$ cat src/rtl/mem_request_responder_if.sv
// Request-unit and RAM handshake bundle for mem_request_responder.
// slave = responder view, master = requester/RAM-model view.
interface mem_request_responder_if #(
  parameter int ADDR_W = 32,
  parameter int DATA_W = 32
);
  logic              iREN;
  logic [ADDR_W-1:0] iaddr;
  logic              dREN;
  logic              dWEN;
  logic [ADDR_W-1:0] daddr;
  logic [DATA_W-1:0] dstore;
  logic              ihit;
  logic              dhit;
  logic [DATA_W-1:0] iload;
  logic [DATA_W-1:0] dload;
  logic              ram_ren;
  logic              ram_wen;
  logic [ADDR_W-1:0] ram_addr;
  logic [DATA_W-1:0] ram_store;
  logic [DATA_W-1:0] ram_load;
  logic              ram_ready;

  modport slave (
    input  iREN, iaddr, dREN, dWEN, daddr, dstore, ram_load, ram_ready,
    output ihit, dhit, iload, dload, ram_ren, ram_wen, ram_addr, ram_store
  );

  modport master (
    output iREN, iaddr, dREN, dWEN, daddr, dstore, ram_load, ram_ready,
    input  ihit, dhit, iload, dload, ram_ren, ram_wen, ram_addr, ram_store
  );
endinterface

$ cat src/rtl/mem_request_responder.sv
// Arbitrates fetch and data requests onto one RAM port; data wins. Returns one-cycle hits.
// Optional macro MEM_PERF_CNT_EN adds icount/dcount/stallcount outputs.
module mem_request_responder #(
  parameter int ADDR_W = 32,
  parameter int DATA_W = 32
) (
  input  logic                         CLK,
  input  logic                         RST,
  mem_request_responder_if.slave       bus,
  output logic [1:0]                   state_dbg
`ifdef MEM_PERF_CNT_EN
  ,
  output logic [31:0]                  icount,
  output logic [31:0]                  dcount,
  output logic [31:0]                  stallcount
`endif
);
  // Handshake: a request level is sampled only in IDLE; once busy, requester
  // inputs are ignored until the hit pulse (RESP). The RAM side holds
  // ren/wen/addr/store stable until ram_ready=1 completes the access.
  typedef enum logic [1:0] {
    IDLE  = 2'd0,
    IBUSY = 2'd1,
    DBUSY = 2'd2,
    RESP  = 2'd3
  } state_t;

  localparam logic [ADDR_W-1:0] ALIGN_MASK = ~ADDR_W'(3);

  state_t            state_q, state_n;
  logic              ihit_q, ihit_n;
  logic              dhit_q, dhit_n;
  logic              ren_q, ren_n;
  logic              wen_q, wen_n;
  logic              is_wr_q, is_wr_n;
  logic [ADDR_W-1:0] addr_q, addr_n;
  logic [DATA_W-1:0] store_q, store_n;
  logic [DATA_W-1:0] iload_q, iload_n;
  logic [DATA_W-1:0] dload_q, dload_n;

  always_comb begin
    state_n = state_q;
    ihit_n  = 1'b0;
    dhit_n  = 1'b0;
    ren_n   = ren_q;
    wen_n   = wen_q;
    is_wr_n = is_wr_q;
    addr_n  = addr_q;
    store_n = store_q;
    iload_n = iload_q;
    dload_n = dload_q;
    case (state_q)
      IDLE: begin
        if (bus.dWEN || bus.dREN) begin
          addr_n  = bus.daddr & ALIGN_MASK;
          store_n = bus.dstore;
          is_wr_n = bus.dWEN;
          wen_n   = bus.dWEN;
          ren_n   = ~bus.dWEN;
          state_n = DBUSY;
        end else if (bus.iREN) begin
          addr_n  = bus.iaddr & ALIGN_MASK;
          ren_n   = 1'b1;
          wen_n   = 1'b0;
          state_n = IBUSY;
        end
      end
      IBUSY: begin
        if (bus.ram_ready) begin
          iload_n = bus.ram_load;
          ren_n   = 1'b0;
          wen_n   = 1'b0;
          ihit_n  = 1'b1;
          state_n = RESP;
        end
      end
      DBUSY: begin
        if (bus.ram_ready) begin
          if (!is_wr_q) dload_n = bus.ram_load;
          ren_n   = 1'b0;
          wen_n   = 1'b0;
          dhit_n  = 1'b1;
          state_n = RESP;
        end
      end
      RESP: begin
        state_n = IDLE;
      end
      default: begin
        state_n = IDLE;
        ren_n   = 1'b0;
        wen_n   = 1'b0;
      end
    endcase
  end

  always_ff @(posedge CLK) begin
    if (RST) begin
      state_q <= IDLE;
      ihit_q  <= 1'b0;
      dhit_q  <= 1'b0;
      ren_q   <= 1'b0;
      wen_q   <= 1'b0;
      is_wr_q <= 1'b0;
      addr_q  <= '0;
      store_q <= '0;
      iload_q <= '0;
      dload_q <= '0;
    end else begin
      state_q <= state_n;
      ihit_q  <= ihit_n;
      dhit_q  <= dhit_n;
      ren_q   <= ren_n;
      wen_q   <= wen_n;
      is_wr_q <= is_wr_n;
      addr_q  <= addr_n;
      store_q <= store_n;
      iload_q <= iload_n;
      dload_q <= dload_n;
    end
  end

  assign bus.ihit      = ihit_q;
  assign bus.dhit      = dhit_q;
  assign bus.iload     = iload_q;
  assign bus.dload     = dload_q;
  assign bus.ram_ren   = ren_q;
  assign bus.ram_wen   = wen_q;
  assign bus.ram_addr  = addr_q;
  assign bus.ram_store = store_q;
  assign state_dbg     = state_q;

`ifdef MEM_PERF_CNT_EN
  // A stall is any busy cycle in which the RAM has not yet completed.
  always_ff @(posedge CLK) begin
    if (RST) begin
      icount     <= '0;
      dcount     <= '0;
      stallcount <= '0;
    end else begin
      if (ihit_q) icount <= icount + 32'd1;
      if (dhit_q) dcount <= dcount + 32'd1;
      if ((state_q == IBUSY || state_q == DBUSY) && !bus.ram_ready)
        stallcount <= stallcount + 32'd1;
    end
  end
`endif
endmodule

$ cat src/flat_wrapper.sv
// flat-port wrapper written by rule: the top's interface ports become plain ports
module mem_request_responder_flat 
#(
  parameter int ADDR_W = 32,
  parameter int DATA_W = 32
)
  (CLK, RST, state_dbg, bus_iREN, bus_iaddr, bus_dREN, bus_dWEN, bus_daddr, bus_dstore, bus_ram_load, bus_ram_ready, bus_ihit, bus_dhit, bus_iload, bus_dload, bus_ram_ren, bus_ram_wen, bus_ram_addr, bus_ram_store);
  mem_request_responder_if #(.ADDR_W(ADDR_W), .DATA_W(DATA_W)) bus_i ();
  input  logic CLK;
  input  logic RST;
  output logic [1:0] state_dbg;
  input wire logic [$bits(bus_i.iREN)-1:0] bus_iREN;
  input wire logic [$bits(bus_i.iaddr)-1:0] bus_iaddr;
  input wire logic [$bits(bus_i.dREN)-1:0] bus_dREN;
  input wire logic [$bits(bus_i.dWEN)-1:0] bus_dWEN;
  input wire logic [$bits(bus_i.daddr)-1:0] bus_daddr;
  input wire logic [$bits(bus_i.dstore)-1:0] bus_dstore;
  input wire logic [$bits(bus_i.ram_load)-1:0] bus_ram_load;
  input wire logic [$bits(bus_i.ram_ready)-1:0] bus_ram_ready;
  output wire logic [$bits(bus_i.ihit)-1:0] bus_ihit;
  output wire logic [$bits(bus_i.dhit)-1:0] bus_dhit;
  output wire logic [$bits(bus_i.iload)-1:0] bus_iload;
  output wire logic [$bits(bus_i.dload)-1:0] bus_dload;
  output wire logic [$bits(bus_i.ram_ren)-1:0] bus_ram_ren;
  output wire logic [$bits(bus_i.ram_wen)-1:0] bus_ram_wen;
  output wire logic [$bits(bus_i.ram_addr)-1:0] bus_ram_addr;
  output wire logic [$bits(bus_i.ram_store)-1:0] bus_ram_store;
  assign bus_i.iREN = bus_iREN;
  assign bus_i.iaddr = bus_iaddr;
  assign bus_i.dREN = bus_dREN;
  assign bus_i.dWEN = bus_dWEN;
  assign bus_i.daddr = bus_daddr;
  assign bus_i.dstore = bus_dstore;
  assign bus_i.ram_load = bus_ram_load;
  assign bus_i.ram_ready = bus_ram_ready;
  assign bus_ihit = bus_i.ihit;
  assign bus_dhit = bus_i.dhit;
  assign bus_iload = bus_i.iload;
  assign bus_dload = bus_i.dload;
  assign bus_ram_ren = bus_i.ram_ren;
  assign bus_ram_wen = bus_i.ram_wen;
  assign bus_ram_addr = bus_i.ram_addr;
  assign bus_ram_store = bus_i.ram_store;
  mem_request_responder #(.ADDR_W(ADDR_W), .DATA_W(DATA_W)) u_core (.CLK(CLK), .RST(RST), .bus(bus_i), .state_dbg(state_dbg));
endmodule
$ cat config.mk
export PLATFORM = sky130hd
export DESIGN_NAME = mem_request_responder_flat
export DESIGN_NICKNAME = d
export VERILOG_FILES = /design/src/rtl/mem_request_responder_if.sv /design/src/rtl/mem_request_responder.sv /design/src/flat_wrapper.sv
export SDC_FILE = /design/constraint.sdc
export NUM_CORES = 1
export LEC_CHECK = 0
export ABC_CLOCK_PERIOD_IN_PS = 2500
export CORE_MARGIN = 2
export CORE_UTILIZATION = 35
export CTS_CLUSTER_DIAMETER = 80
export DETAILED_ROUTE_END_ITERATION = 7
export PLACE_DENSITY = 0.79
export SYNTH_ARGS = -nofsm -noshare
export SYNTH_HDL_FRONTEND = slang
export SYNTH_SLANG_ARGS = --single-unit
$ cat constraint.sdc
create_clock -name CLK -period 2.5 [get_ports CLK]
set_clock_uncertainty 0.15 [all_clocks]
set_input_delay 0.625 -clock CLK [delete_from_list [all_inputs] [get_ports CLK]]
set_output_delay 0.625 -clock CLK [all_outputs]
set_load 0.02 [all_outputs]
==> flow_summary.json <==
{
  "clk_path_buf_depth": 2,
  "portBuffers": 261,
  "path_clk_slew_ns": 0.05,
  "busiest_layer": "met2",
  "slew_viol_final": 0,
  "fillerInstances": 1289,
  "postCtsResizedCells": 0,
  "status": "finished clean",
  "arrival_ns": 1.49,
  "area_growth_syn_to_layout_pct": 64.1,
  "start_kind": "flip-flop",
  "cts_root_buf": "clkbuf_16",
  "drt_iter0_drc": 264,
  "synth.distinct_cells": 29,
  "viasPerCell": 4.81,
  "num_rows": 44,
  "dieHeight_um": 126,
  "use_met1_pct": 23.0,
  "place_congestion": 0.787,
  "cts_tree": "built",
  "antenna_found_initial": 0,
  "max_freq_mhz": 441,
  "clockPowerShare_pct": 27.7,
  "die_w_um": 126,
  "pin_count": 268,
  "cts_htree_levels": 4,
  "power.leakage_nw": 3.07,
  "yosysSeqAreaShare_pct": 50.7,
  "internal-power_mw": 5.53,
  "cts_made_buffers": 17,
  "post_cts_buffers": 0,
  "drive_above_1_share_pct": 8.89,
  "crit_fanout": 5,
  "synth_most_common_cell": "nand2_1",
  "hold_viol_final": 0,
  "switching_share_pct": 34.8,
  "multi_input_area_sq_um": 2310,
  "crit_slowest_cell": "clkdlybuf4s50_1",
  "seq_power_share_pct": 32.7,
  "ys_top_cells_by_area": "dfxtp_1, nand2_1, a21oi_1, a311oi_2, o21ai_0",
  "switchingPower_mw": 2.95,
  "postRouteAntennaNets": 0,
  "grt_setup_unrepaired": "no",
  "wl_per_cell_um": 14.6,
  "path_class": "reg2out",
  "num-nets-final": 1016,
  "use_met2_pct": 33.7,
  "async_flop_share_pct": 0,
  "grt_pass1_wl_mm": 25.2,
  "num_vias": 5158,
  "grt_max_degree": 61,
  "max_stage_delay_ns": 0.69,
  "p_per_area_nw_per_um2": 985,
  "cts.sinks": 133,
  "routed_wirelength_mm": 15.6,
  "clk_latency_ns": 0.40,
  "final_area_sq_um": 8610,
  "grt_use_total_pct": 19.7,
  "synthFlopType": "dfxtp_1",
  "place_hpwl_mm": 10.8,
  "cts-hold-fix-buffers": 0,
  "worstPathRequired_ns": 1.73,
  "firstDrtPassIters": 4,
  "yosysTopAreaCell": "dfxtp_1",
  "dieArea_sq_um": 16000,
  "ys_ff_latch": 133,
  "diodes": 0,
  "grt.met3_usage_pct": 6.79,
  "vdd_drop_max_mv": 0.616,
  "overflow": 0,
  "yosys_warnings": 0,
  "post-route-drc-count": 0,
  "synth_edf_count": 0,
  "fin_setup_tns_ns": 0,
  "finalPower_mw": 8.48,
  "crit_buf_inv": 1,
  "placed_area_sq_um": 8060,
  "start_util_pct": 36.0,
  "final-seq-area_sq_um": 2660,
  "holdCritPathClass": "reg2reg",
  "p_comb_share_pct": 39.6,
  "syn_avg_cell_area_sq_um": 8.28,
  "path_cells": "clkdlybuf4s50_1",
  "critPathCaptureType": "primary output",
  "synth_cells": 634,
  "first_global_vias": 4905,
  "synth.top_cells.by_count": "nand2_1, dfxtp_1, a21oi_1, nor2_1, o21ai_0",
  "drv_cap": 0,
  "synth_top_area_share_pct": 50.7,
  "setup_viol": 0,
  "min_period_ns": 2.27,
  "netlist_area_sq_um": 5250,
  "crit_family": "buffers and inverters",
  "fin_crit_sh_pct": 90.7,
  "fp.coreArea_sq_um": 14600
}
## final cells by class
cell class	instances	share of cell area, %
repair buffers	278	33.1
well taps	184	2.67
inverters	2	0.0872
clock buffers	24	5.59
clock inverters	7	0.843
multi-input cells	445	26.8
flip-flops and latches	133	30.9
## cells in the final DEF (no fill, tap or decap), types with 3 or more instances in the layout
| cell type | n |
|---|---|
| clkbuf_16 | 17 |
| ha_1 | 5 |
| a21oi_1 | 100 |
| buf_12 | 9 |
| clkbuf_8 | 3 |
| clkbuf_1 | 4 |
| buf_4 | 9 |
| nor2_1 | 33 |
| o21ai_0 | 32 |
| dfxtp_1 | 133 |
| clkdlybuf4s50_1 | 260 |
| a311oi_2 | 30 |
| nand2_1 | 226 |
## power by group through the flow
| stage | combinational, mW | clock [mW] | sequential, mW |
|---|---|---|---|
| final | 3.36 | 2.35 | 2.78 |
| after global routing | 3.63 | 2.51 | 2.84 |
| after CTS | 3.40 | 2.40 | 2.78 |
| after detailed placement | 3.39 | 0 | 2.83 |
| after global placement | 3.35 | 0 | 2.81 |
| after floorplan | 1.45 | 0 | 3.33 |
## sequential cells by signal, summed over array words and instances (netlist names)
register              flops
u_core.bus.iload         32
u_core.bus.ram_store     32
u_core.bus.ihit           1
u_core.bus.dhit           1
u_core.bus.ram_wen        1
u_core.bus.dload         32
u_core.bus.ram_ren        1
u_core.is_wr_q            1
u_core.bus.ram_addr      30
u_core.state_dbg          2
## stage by stage
stage,hold slack (ns),cells,worst slack (ns),utilization (%)
2_1_floorplan,0.290,635,0.578,-
3_3_place_gp,0.291,1042,0.161,55.2
3_5_place_dp,0.296,1042,0.145,55.2
4_1_cts,0.303,1073,0.187,59.0
5_1_grt,0.318,1073,0.122,59.0
6_report,0.301,1073,0.232,59.0
## routing by layer
layer / wire length [um] / up-vias
li1: - / 2593
met1: 6320 / 2342
met2: 7650 / 198
met3: 1350 / 25
met4: 306 / 0
met5: 0 / -
## kinds of logic (layout without fill, tap and decap cells)
kind of cell	after synthesis	after routing	synth area share (%)
AO/OA/AOI/OAI	169	169	22.3
buffers and inverters	57	311	5.39
multiplexers	1	1	0.191
flip-flops	133	133	50.7
adder cells (fa/ha/maj)	5	5	1.19
AND/OR/NAND/NOR	268	268	20.1
other	1	2	0.0715
## worst min-delay path: stages, from the launching register on
cell,delay (ns)
dfxtp_1,0.30
nand2_1,0.05
a21oi_1,0.05
## path summary, 6_finish.rpt
| check | end | cells past startpoint | slack (ns) | startpoint |
|---|---|---|---|---|
| min reg2reg | u_core.bus.ram_store[31] | 2 | 0.30 | u_core.bus.ram_store[31] |
| max reg2reg | u_core.bus.ram_wen | 5 | 0.56 | u_core.state_dbg[0] |
| max | state_dbg[1] | 1 | 0.23 | u_core.state_dbg[1] |
| min | u_core.bus.ram_store[31] | 2 | 0.30 | u_core.bus.ram_store[31] |
Note: power is estimated with default switching activity, not from simulation.
